$ cat src/rtl/seq_detect_prog.sv
// seq_detect_prog: runtime-programmable serial bit-pattern detector with a
// registered one-cycle match pulse. An N-bit history window is compared
// against a loadable pattern. A fill counter ensures that no match is
// reported until N valid bits have arrived since reset, a configuration
// load or a non-overlapping match.
// Optional feature: define SEQDET_COUNT_EN to add the match_count port and
// its CNT_W-bit saturating match counter.
module seq_detect_prog #(
  parameter int unsigned    N               = 4,
  parameter logic [N-1:0]   DEFAULT_PATTERN = 4'b1011,
  parameter logic           DEFAULT_OVERLAP = 1'b1,
  parameter int unsigned    CNT_W           = 8
) (
  input  logic             clk,
  input  logic             rst,
  input  logic             in_valid,
  input  logic             data,
  input  logic             cfg_load,
  input  logic [N-1:0]     cfg_pattern,
  input  logic             cfg_overlap,
  output logic             detected
`ifdef SEQDET_COUNT_EN
  ,
  output logic [CNT_W-1:0] match_count
`endif
);

  localparam int unsigned   FW        = $clog2(N + 1);
  localparam logic [FW-1:0] FILL_FULL = FW'(N);

  logic [N-1:0]  pattern_q, pattern_d;
  logic          overlap_q, overlap_d;
  logic [N-1:0]  hist_q, hist_d;
  logic [FW-1:0] fill_q, fill_d;
  logic          det_q, det_d;

  logic [N-1:0]  hist_n;
  logic [FW-1:0] fill_n;
  logic          match;

  // Window update candidates and match decision for the current input bit
  always_comb begin
    hist_n = {hist_q[N-2:0], data};
    fill_n = (fill_q == FILL_FULL) ? FILL_FULL : fill_q + 1'b1;
    match  = (fill_n == FILL_FULL) && (hist_n == pattern_q);
  end

  // Next-state selection: configuration load, then sample step, else hold
  always_comb begin
    pattern_d = pattern_q;
    overlap_d = overlap_q;
    hist_d    = hist_q;
    fill_d    = fill_q;
    det_d     = 1'b0;
    if (cfg_load) begin
      pattern_d = cfg_pattern;
      overlap_d = cfg_overlap;
      hist_d    = '0;
      fill_d    = '0;
    end else if (in_valid) begin
      det_d = match;
      if (match && !overlap_q) begin
        // Non-overlapping: the next match must be built from N fresh bits.
        hist_d = '0;
        fill_d = '0;
      end else begin
        // On an overlapping match fill_n is already saturated at N.
        hist_d = hist_n;
        fill_d = fill_n;
      end
    end
  end

  // State registers with synchronous reset to the default configuration
  always_ff @(posedge clk) begin
    if (rst) begin
      pattern_q <= DEFAULT_PATTERN;
      overlap_q <= DEFAULT_OVERLAP;
      hist_q    <= '0;
      fill_q    <= '0;
      det_q     <= 1'b0;
    end else begin
      pattern_q <= pattern_d;
      overlap_q <= overlap_d;
      hist_q    <= hist_d;
      fill_q    <= fill_d;
      det_q     <= det_d;
    end
  end

  assign detected = det_q;

`ifdef SEQDET_COUNT_EN
  logic [CNT_W-1:0] cnt_q, cnt_d;

  // Saturating match counter, cleared by a configuration load
  always_comb begin
    cnt_d = cnt_q;
    if (cfg_load) begin
      cnt_d = '0;
    end else if (in_valid && match && (cnt_q != '1)) begin
      cnt_d = cnt_q + 1'b1;
    end
  end

  // Counter register, updated on the same edge that sets detected
  always_ff @(posedge clk) begin
    if (rst) begin
      cnt_q <= '0;
    end else begin
      cnt_q <= cnt_d;
    end
  end

  assign match_count = cnt_q;
`endif

endmodule

$ cat config.mk
export PLATFORM = sky130hd
export DESIGN_NAME = seq_detect_prog
export DESIGN_NICKNAME = d
export VERILOG_FILES = /design/src/rtl/seq_detect_prog.sv
export SDC_FILE = /design/constraint.sdc
export NUM_CORES = 1
export LEC_CHECK = 0
export BUFFER_PORTS_ARGS = -buffer_cell sky130_fd_sc_hd__buf_2
export CAP_MARGIN = 20
export CORE_MARGIN = 5
export CORE_UTILIZATION = 40
export DETAILED_ROUTE_END_ITERATION = 8
export PLACE_DENSITY_LB_ADDON = 0.05
export SLEW_MARGIN = 25
export SYNTH_ARGS = -nofsm -noshare
export SYNTH_HDL_FRONTEND = slang
export SYNTH_SLANG_ARGS = --single-unit
$ cat constraint.sdc
create_clock -name clk -period 1.87 [get_ports clk]
set_input_delay 0.374 -clock clk [delete_from_list [all_inputs] [get_ports clk]]
set_output_delay 0.374 -clock clk [all_outputs]
set_load 0.01 [all_outputs]
* Word level (Yosys, flattened, before mapping)
Cells that the tools add are included.
** Cells by class
- Add/subtract/negate cells :: 1
- Equality and inequality tests :: 3
- Muxes and demuxes :: 3
- Bitwise gates (word level) :: 1
- Reduce and logical (&&, ||, !) cells :: 5
** Operators by type and width (number)
- $mux 3 :: 3
- $eq 3x3->1 const B :: 2
- $eq 4x4->1 :: 1
- $add 3x1->3 const B :: 1
- $reduce_or 3->1 :: 1
- $logic_and 1x1->1 :: 2
- $reduce_or 2->1 :: 1
- $logic_not 1->1 :: 1
- $not 1->1 :: 1
** Storage, ports and cells
- Register bits :: 12
- Output and inout bits :: 1
- Word-level logic and storage cells :: 18

* Logic depth before layout (Yosys ltp)
Gate-level depths: netlist of run 1.
- Depth in word-level cells :: 6
- Gate-level depth with buffers :: 6

* Worst setup path after synthesis of run 1
No wires, ideal clock.
- Path type :: register to register
- From :: reg fill_q[0]
- To :: reg hist_q[1]
- Setup time :: 117 ps
- Arrival time :: 1373 ps
- Required time :: 1753 ps
- Slack :: 380 ps
- Cell stages (with the launch flop) :: 6
- Clock period less this slack :: 1490 ps
- Cells stage by stage :: dfxtp_1 > inv_1 > ha_1 > nor4_4 > a31oi_1 > a22o_1
** On the way
- Word-level cells in the longest chain between the ends :: 6
** RTL lines
- start: declaration :: line 34 : logic [FW-1:0] fill_q, fill_d;
- start signal: assignment :: line 86 : fill_q <= fill_d;
- $add 3x1->3 or $eq 3x3->1 (tied branches) :: line 44 : fill_n = (fill_q == FILL_FULL) ? FILL_FULL : fill_q + 1'b1;
- $mux 3 (*) :: line 44
- $eq 3x3->1 (*) :: line 45 : match = (fill_n == FILL_FULL) && (hist_n == pattern_q);
- $logic_and 1x1->1 (*) :: line 45
- $logic_and 1x1->1 (*) :: line 62 : if (match && !overlap_q) begin
- $mux 3 (*) :: line 62
- end signal: assignment :: line 85 : hist_q <= hist_d;
- end: declaration :: line 33 : logic [N-1:0] hist_q, hist_d;
Mark *: on every way between the ends. The rest lies on a longest branch, timed or not.
A chain may end at the register's enable or synchronous reset.

* Worst setup path in the final report of run 1
- From :: reg fill_q[0]
- To :: reg hist_q[0]
The elaborated chain is that of the path after synthesis.

==> metrics.md, run 1 <==
| Metric | Value |
|---|---|
| Status | `completed` |
| Post-Synthesis Cell Area | `approximately 570 um^2` |
| CP Launch Type | `register` |
| Final-report max-slew violation count | `0` |
| # IOs | `11` |
| Worst VDD drop | `roughly 0.48 mV` |
| Hold buffers post-CTS | `0` |
| Hold Vio Cnt, Final | `0` |
| DP Wirelength | `a little over 800 um` |
| Wirelength, routed | `~1 mm` |
| Worst endpoint required time | `~2 ns` |
| Worst-margin pin slew | `between 0.4 and 0.5 ns` |
| Starting Density | `43.2%` |
| Ys Warns | `0` |
| Pin count of the biggest net entering global routing | `11` |
| Worst hold slack | `0.319 ns` |
| Seq pwr share | `between 50% and 60%` |
| Min Tclk post-route | `around 1.6 ns` |
| Setup_tns | `0 ns` |
| Full die area | `between 2000 and 2500 um^2` |
| Sw Share | `between 20% and 30%` |
| Layout cells sized above 1 | `24.3%` |
| Leak | `between 0.3 and 0.4 nW` |
| Routed Antenna Nets | `0` |
| Worst R2R Setup Slack | `between 0.2 and 0.3 ns` |
| R2r worst-path depth | `5` |
| CP Class | `reg -> reg` |
| Die width | `about 48 um` |
| Crit Path Max Fanout | `4` |
| Cell Int Power | `approximately 0.4 mW` |
| Clock root cell | `clkbuf_4` |
| Worst slew margin | `66.5%` |
| Drt drc | `0` |
| Yosys cell types | `20` |
| Layout Skew | `around 0.0028 ns` |
| Clock sink count | `12` |
| Initial antenna violation count | `0` |
| Reg area | `between 200 and 250 um^2` |
| H-tree levels | `1` |
| Endpoints failing setup | `0` |
| Worst R2R End | `hist_q[0]` |
| CTS max path bufs | `2` |
| Post-CTS Setup Bufs | `0` |
| CP endpoint | `hist_q[0]` |
| Seq cells post-synth | `12` |
| PortBufs | `10` |
| Power Dens Cells | `786 nW/um^2` |
| Post-CTS Resized | `0` |
| Fillers | `around 120` |
| Vias/cell | `about 5` |
| HP Class | `in -> reg` |
| ANT cells | `0` |
| Vias in the first global route | `about 420` |
| Core ar. | `around 1300 um^2` |
| TritonRoute pass-1 iters | `4` |
| Gate power share | `about a tenth` |
| Post-synth ARST share | `0%` |
| Clock share of power | `38.5%` |
| Switch Pwr | `0.120 mW` |
| Crit path DAT | `about 1.8 ns` |
| Crit. Startpoint | `fill_q[0]` |
| Seq/Total Area, Yosys | `roughly 42%` |
| Die Ht | `between 40 and 50 um` |
| RSZ-0062 raised after global routing | `false` |
| CTS tree | `yes` |
| Routed len/inst | `between 10 and 15 um` |
| CP Capture Type | `register` |
| Tot GR Track Use | `11.5%` |
| First-pass GRT wire length | `1.79 mm` |
| Max frequency | `roughly 620 MHz` |
| Top_reg_cell synth | `dfxtp_1` |
| Post-Syn Nets | `a little under 70` |
| Final worst-path cycle share | `between 80% and 90%` |
| Initial drt markers | `2` |
| Num CTS Buffers | `3` |
| Cells after Synth | `57` |
| Avg Cell Area, Syn | `9.99 um^2` |
| GP Congestion | `0.682` |
| Synthesis-to-finish area growth | `17.6%` |
| Final nets | `between 80 and 90` |
| Max_cap viols | `0` |
| EDFF count, synth | `0` |
| Clk slew on worst S/H paths | `roughly 0.08 ns` |
| Rows | `13` |
| R2r startpoint | `fill_q[0]` |
| Area of the multi-input gates | `305 um^2` |
| Grt ovf | `0` |
| Vias post-DR | `about 430` |
| Worst-skew pair later-pin latency | `~0.27 ns` |
-- sequential cells by signal, summed over array words and instances, names as in the netlist --
signal / flops
detected: 1
pattern_q: 4
fill_q: 3
hist_q: 3
overlap_q: 1
-- layout by cell type (no fill, tap or decap), drive strengths merged --
| cell | instances |
|---|---|
| and3b | 1 |
| mux2i | 6 |
| nor4 | 2 |
| inv | 5 |
| nor2 | 4 |
| a31oi | 3 |
| o22a | 1 |
| nand2b | 1 |
| dfxtp | 12 |
| nor3b | 1 |
| xor2 | 4 |
| buf | 10 |
| a22o | 3 |
| nor3 | 3 |
| ha | 2 |
| o211ai | 1 |
| clkbuf | 4 |
| and4 | 1 |
| nand2 | 5 |
| a21oi | 1 |
-- power groups by stage --
stage	clock network, mW	logic [mW]	registers [mW]
floorplan	0	0.0355	0.275
global placement	0	0.0524	0.276
detailed placement	0	0.0529	0.277
CTS	0.210	0.0536	0.271
global route	0.225	0.0590	0.272
finish	0.202	0.0530	0.271
-- area by class of cell --
cell class	count	share of cell area, %
multi-input cells	39	45.6
flip-flops and latches	12	35.9
repair buffers	10	7.48
clock buffers	4	5.42
inverters	5	2.80
well taps	15	2.80
-- critical path, stage by stage (launching register included) --
cell     delay [ns]
dfxtp_1        0.37
inv_1          0.06
ha_1           0.34
nor4_4         0.34
a31oi_1        0.18
a22o_1         0.21
-- synth_stat cells (2+ instances only) --
cell     count  area share, %
ha_1         2            4.4
a22o_1       3            4.6
nor3_1       3            2.6
dfxtp_1     12             42
a31oi_1      3            3.3
nor2_1       4            2.6
mux2i_1      6             11
xor2_1       4            6.2
inv_1        5            3.3
nand2_1      5            3.3
-- through the flow --
step	cell area [um^2]	std cells	utilization [%]	power [mW]	setup slack, ns
global route	669	85	50.8	0.556	0.186
CTS	669	85	50.8	0.535	0.269
floorplan	569	57	-	0.311	0.380
finish	669	85	50.8	0.526	0.269
detailed placement	633	81	48.1	0.330	0.298
global placement	633	81	48.1	0.329	0.312
-- per-layer routing --
layer  up-vias  part of all wire [%]  track usage (%)
met3         0                   6.7             4.51
li1        231                     -                -
met5         -                     0                0
met1       189                    53             15.0
met4         0                     0             4.84
met2        11                    40             16.9
-- worst min path at each step --
stage,start,end,slack (ns),cells after the start
after floorplan,rst,pattern_q[2],0.45,1
after global placement,pattern_q[3],pattern_q[3],0.49,2
after detailed placement,pattern_q[3],pattern_q[3],0.49,2
after CTS,cfg_pattern[1],pattern_q[1],0.31,3
after global routing,cfg_pattern[1],pattern_q[1],0.33,3
final,cfg_overlap,overlap_q,0.32,3
-- cells by family after synthesis --
group	share of synthesized area [%]
compound gates	11.6
xor+xnor	6.15
fa+ha+maj	4.39
buf+inv	4.18
flops	42.2
mux	10.5
simple gates	20.9
Note: power is estimated with default switching activity, not from simulation.
==> inputs of run 2 (changes only) <==
ABC_CLOCK_PERIOD_IN_PS = 1870   (was not set)
CORE_MARGIN = 3   (was 5)
==> metrics.md, run 2 (synthesis results as in run 1) <==
| Metric | Value |
|---|---|
| Uppermost layer routed | `met3` |
| Rows | `12` |
| Vias in the first global route | `~350` |
| H-tree levels | `1` |
| # IOs | `11` |
| Largest register by flop count | `pattern_q` |
| Clock sink count | `12` |
| CTS max path bufs | `2` |
| Layout Skew | `approximately 0.0020 ns` |
| CP Capture Type | `register` |
| Power Dens Cells | `around 790 nW/um^2` |
| Vias/cell | `around 5` |
| GP Congestion | `slightly below 0.7` |
| Core ar. | `1220 um^2` |
| Routed Antenna Nets | `0` |
| Layout cells sized above 1 | `24.3%` |
| Fillers | `approximately 120` |
| Vias post-DR | `421` |
| Utilization after layout | `54.9%` |
| Max incr delay on CP | `0.38 ns` |
| Crit Path Max Fanout | `4` |
| Number of flip-flops in the largest register | `4` |
| Drt drc | `0` |
| Starting Density | `46.8%` |
| Crit path DAT | `roughly 1.8 ns` |
| Clock root cell | `clkbuf_4` |
| Wirelength, routed | `slightly below 1 mm` |
| Hold Vio Cnt, Final | `0` |
| Worst endpoint required time | `2.04 ns` |
| Crit-path leading delay family | `flip-flops` |
| Non-filler cells, final | `between 80 and 90` |
| Hold buffers post-CTS | `0` |
| Setup_tns | `0 ns` |
| PortBufs | `10` |
| CTS tree | `yes` |
| Die Ht | `roughly 44 um` |
| Pre-CTS setup slack | `between 0.2 and 0.3 ns` |
| Worst-skew pair later-pin latency | `between 0.2 and 0.3 ns` |
| DRT met1 WL | `roughly 560 um` |
| Grt ovf | `0` |
| Met2 wire length | `approximately 390 um` |
| Reg area | `around 240 um^2` |
| Initial drt markers | `5` |
| Commonest non-fill, non-tap cell in the layout | `dfxtp_1` |
| Post-CTS Setup Bufs | `0` |
| Synthesis-to-finish area growth | `17.4%` |
| Area of the multi-input gates | `305 um^2` |
| Num CTS Buffers | `3` |
| First-pass GRT wire length | `around 1.6 mm` |
| Leak | `around 0.31 nW` |
| Slowest CP cell | `dfxtp_1` |
| Final nets | `83` |
| ANT cells | `0` |
| Tot GR Track Use | `11.8%` |
| Crit-path cells | `inv_1 -> ha_1 -> nor4_4 -> a31oi_1 -> a22o_1` |
| Final-report max-slew violation count | `0` |
| Routed len/inst | `11.8 um` |
| Status | `completed` |
| Most frequent cells in the layout | `dfxtp_1 (12), buf_2 (10), mux2i_1 (6)` |
| Routed met3 length | `between 40 and 50 um` |
| Final worst-path cycle share | `around 85%` |
| Initial antenna violation count | `0` |
| Max frequency | `between 600 and 700 MHz` |
| Pin count of the biggest net entering global routing | `11` |
| Largest regs | `pattern_q: 4 flops, fill_q: 3 flops, hist_q: 3 flops` |
| Final WS setup | `about 0.28 ns` |
| DP Wirelength | `a little under 800 um` |
| Post-CTS Resized | `0` |
| CP bufs+invs | `1` |
| RSZ-0062 raised after global routing | `false` |
| Max_cap viols | `0` |
| Full die area | `approximately 1900 um^2` |
| Worst slew margin | `roughly two thirds` |
| Worst-margin pin slew | `between 0.5 and 0.6 ns` |
| HP Class | `in -> reg` |
| Endpoints failing setup | `0` |
| Min Tclk post-route | `roughly 1.6 ns` |
| Worst VDD drop | `~0.45 mV` |
| Clk slew on worst S/H paths | `about 0.080 ns` |
| CP Launch Type | `register` |
| Die width | `between 40 and 50 um` |
| TritonRoute pass-1 iters | `4` |
| DP Cell Count | `80` |
| CP Class | `reg -> reg` |
run 2: metal layers:
layer	track usage [%]	up-vias
met5	0	-
met2	15.4	9
li1	-	225
met3	4.98	0
met1	17.3	187
met4	3.61	0
run 2: power by group:
| group | switching (mW) | internal, mW | leakage, nW |
|---|---|---|---|
| sequential | 0.00634 | 0.264 | 0.0981 |
| combinational | 0.0292 | 0.0234 | 0.194 |
| clock | 0.0883 | 0.118 | 0.0210 |
run 2: worst reg2reg max path: stages (launching register included):
cell	delay (ns)
dfxtp_1	0.38
inv_1	0.06
ha_1	0.33
nor4_4	0.34
a31oi_1	0.18
a22o_1	0.20
run 2: worst paths after layout:
check / start / endpoint / slack, ns / cells after the start
min reg2reg: pattern_q[1] / pattern_q[1] / 0.51 / 2
max reg2reg: fill_q[0] / hist_q[1] / 0.28 / 5
min: cfg_pattern[1] / pattern_q[1] / 0.31 / 3
max: fill_q[0] / hist_q[1] / 0.28 / 5
run 2: cell type report:
type	count	share of cell area, %
multi-input combinational	39	45.7
sequential	12	36.0
timing repair buffer	10	7.49
clock buffer	4	5.43
inverter	5	2.81
tap	14	2.62
run 2: per-stage QoR:
| stage | total power [mW] | hold slack (ns) | area, um^2 |
|---|---|---|---|
| after floorplan | 0.311 | 0.446 | 569 |
| after global placement | 0.329 | 0.487 | 632 |
| after detailed placement | 0.329 | 0.496 | 632 |
| after CTS | 0.537 | 0.309 | 668 |
| after global routing | 0.558 | 0.327 | 668 |
| final | 0.530 | 0.313 | 668 |
==> inputs of run 3 (changes only) <==
ABC_AREA = 1   (was not set)
ABC_CLOCK_PERIOD_IN_PS = 1600   (was 1870)
clock period = 1.6 ns   (was 1.87 ns; I/O delays follow)
==> metrics.md, run 3 <==
| Metric | Value |
|---|---|
| Status | `completed` |
| Synthesis-to-finish area growth | `16.1%` |
| Endpoints failing setup | `0` |
| Worst hold slack | `roughly 0.26 ns` |
| Final worst-path cycle share | `between 80% and 90%` |
| Seq cells post-synth | `12` |
| Ys Warns | `0` |
| Num CTS Buffers | `3` |
| Crit path DAT | `approximately 1.5 ns` |
| PortBufs | `10` |
| DP Wirelength | `846 um` |
| Utilization after layout | `about 51%` |
| Starting Density | `between 40% and 50%` |
| Leak | `around 0.34 nW` |
| Max frequency | `between 700 and 800 MHz` |
| Avg Cell Area, Syn | `~7.1 um^2` |
| Top_reg_cell synth | `dfxtp_1` |
| HP Class | `in -> reg` |
| Post-CTS Setup Bufs | `0` |
| Full die area | `between 1500 and 2000 um^2` |
| Dominant cells by area after synthesis | `dfxtp_1 (41%), nand2_1 (13%), inv_1 (9.6%), o21ai_0 (7.6%), a21oi_1 (5.9%)` |
| Worst endpoint required time | `around 1.8 ns` |
| Worst slew margin | `about four fifths` |
| Initial antenna violation count | `0` |
| Power Dens Cells | `roughly 920 nW/um^2` |
| Post-Syn Nets | `between 90 and 100` |
| Seq/Total Area, Yosys | `40.8%` |
| H-tree levels | `1` |
| Vias/cell | `~4.7` |
| Routed len/inst | `roughly 10 um` |
| Worst-skew pair later-pin latency | `~0.27 ns` |
| Clock root cell | `clkbuf_4` |
| Hold buffers post-CTS | `0` |
| Drt drc | `0` |
| Hold Vio Cnt, Final | `0` |
| Post-Synthesis Cell Area | `589 um^2` |
| Number of flip-flops in the largest register | `4` |
| Die Ht | `~44 um` |
| Cell taking the most area after synthesis | `dfxtp_1` |
| Rows | `13` |
| Worst-margin pin slew | `0.271 ns` |
| CTS max path bufs | `2` |
| Post-CTS Resized | `0` |
| Tot GR Track Use | `between 10% and 20%` |
| Max_cap viols | `0` |
| Initial drt markers | `3` |
| Grt ovf | `0` |
| Yosys cell types | `13` |
| CP Launch Type | `register` |
| Setup_tns | `0 ns` |
| Crit Path Max Fanout | `4` |
| Crit. Startpoint | `fill_q[0]` |
| Worst VDD drop | `0.478 mV` |
| Crit-path cells | `inv_1 -> ha_1 -> a21oi_1 -> nand2_1 -> nor2_2 -> nand3_2 -> nand2_1 -> a21oi_2` |
| CTS tree | `yes` |
| Vias post-DR | `~520` |
| Design Power | `between 0.6 and 0.7 mW` |
| Most common library cells after synthesis | `nand2_1 (20), inv_1 (15), dfxtp_1 (12)` |
| Final-report max-slew violation count | `0` |
| ANT cells | `0` |
| Layout cells sized above 1 | `24.2%` |
| GP Congestion | `0.719` |
| RSZ-0062 raised after global routing | `false` |
| # IOs | `11` |
| R2r startpoint | `fill_q[0]` |
| Most frequent cells in the layout | `nand2_1 (20), inv_1 (15), dfxtp_1 (12)` |
| Area share of the largest cell type after synthesis | `around 41%` |
| Pin count of the biggest net entering global routing | `14` |
| EDFF count, synth | `0` |
| CP bufs+invs | `1` |
| Crit-path leading delay family | `simple AND/OR/NAND/NOR gates` |
| Cell with the most instances after synthesis | `nand2_1` |
| Cells after Synth | `just over 80` |
| Largest regs | `pattern_q: 4 flops, fill_q: 3 flops, hist_q: 3 flops` |
| Wirelength, routed | `around 1.1 mm` |
| Clk slew on worst S/H paths | `0.08 ns` |
| Largest register by flop count | `pattern_q` |
| Min Tclk post-route | `1.36 ns` |
| Max incr delay on CP | `approximately 0.35 ns` |
| CP Capture Type | `register` |
| Post-synth ARST share | `0%` |
| Routed Antenna Nets | `0` |
| First-pass GRT wire length | `~1.9 mm` |
| Commonest non-fill, non-tap cell in the layout | `nand2_1` |
| Core ar. | `between 1000 and 1500 um^2` |
| Vias in the first global route | `479` |
| CP Class | `reg -> reg` |
| Most used cell, CP | `nand2_1` |
| Layout Skew | `roughly 0.0054 ns` |
| Slowest CP cell | `dfxtp_1` |
| Clock sink count | `12` |
| TritonRoute pass-1 iters | `3` |
| Hold path startpoint | `cfg_pattern[1]` |
| Final nets | `108` |
| Die width | `about 44 um` |
-- run 3: cell types whose count changed after synthesis, sizes merged, moves of 4 or more --
cell	before	now
nand2	5	20
a21oi	1	11
inv	5	15
o21ai	0	9
mux2i	6	0
nor2	4	8
xor2	4	0
-- run 3: final cells by class --
cell class,instances,area (um^2)
Fill cell,139,649
Timing Repair Buffer,10,50.0
Tap cell,15,18.8
Inverter,15,56.3
Sequential cell,12,240
Clock buffer,4,36.3
Multi-Input combinational cell,54,283
-- run 3: routing by layer --
layer | track usage (%) | share of wire (%)
met5 | 0 | 0
met4 | 9.04 | 1.1
met3 | 3.66 | 4.0
met2 | 20.1 | 43
met1 | 16.3 | 51
-- run 3: power breakdown --
part / internal (mW) / switching [mW]
Sequential: 0.313 / 0.00832
Clock: 0.138 / 0.0993
Combinational: 0.0289 / 0.0451
-- run 3: through the flow --
stage | area, um^2 | std cells | setup WS, ns
floorplan | 589 | 83 | 0.321
global placement | 648 | 106 | 0.252
detailed placement | 648 | 106 | 0.235
CTS | 684 | 110 | 0.223
global route | 684 | 110 | 0.0794
finish | 684 | 110 | 0.239
-- run 3: final timing paths --
kind                  endpoint  slack, ns  cells past startpoint
setup / recovery     fill_q[2]       0.24                      8
hold / removal    pattern_q[1]       0.26                      3
setup reg to reg     fill_q[2]       0.24                      8
hold reg to reg   pattern_q[3]       0.48                      2
-- run 3: cell families (layout without fill, tap and decap cells) --
kind of cell | count (synthesis) | after routing | synth area share [%]
flip-flops | 12 | 12 | 40.8
adder cells (fa/ha/maj) | 2 | 2 | 4.25
AO/OA/AOI/OAI | 21 | 21 | 20.8
buffers and inverters | 17 | 29 | 11.3
AND/OR/NAND/NOR | 31 | 31 | 22.9
-- run 3: tightest hold or removal path: stages --
cell	delay [ns]
buf_2	0.08
a21oi_1	0.05
o21ai_0	0.05
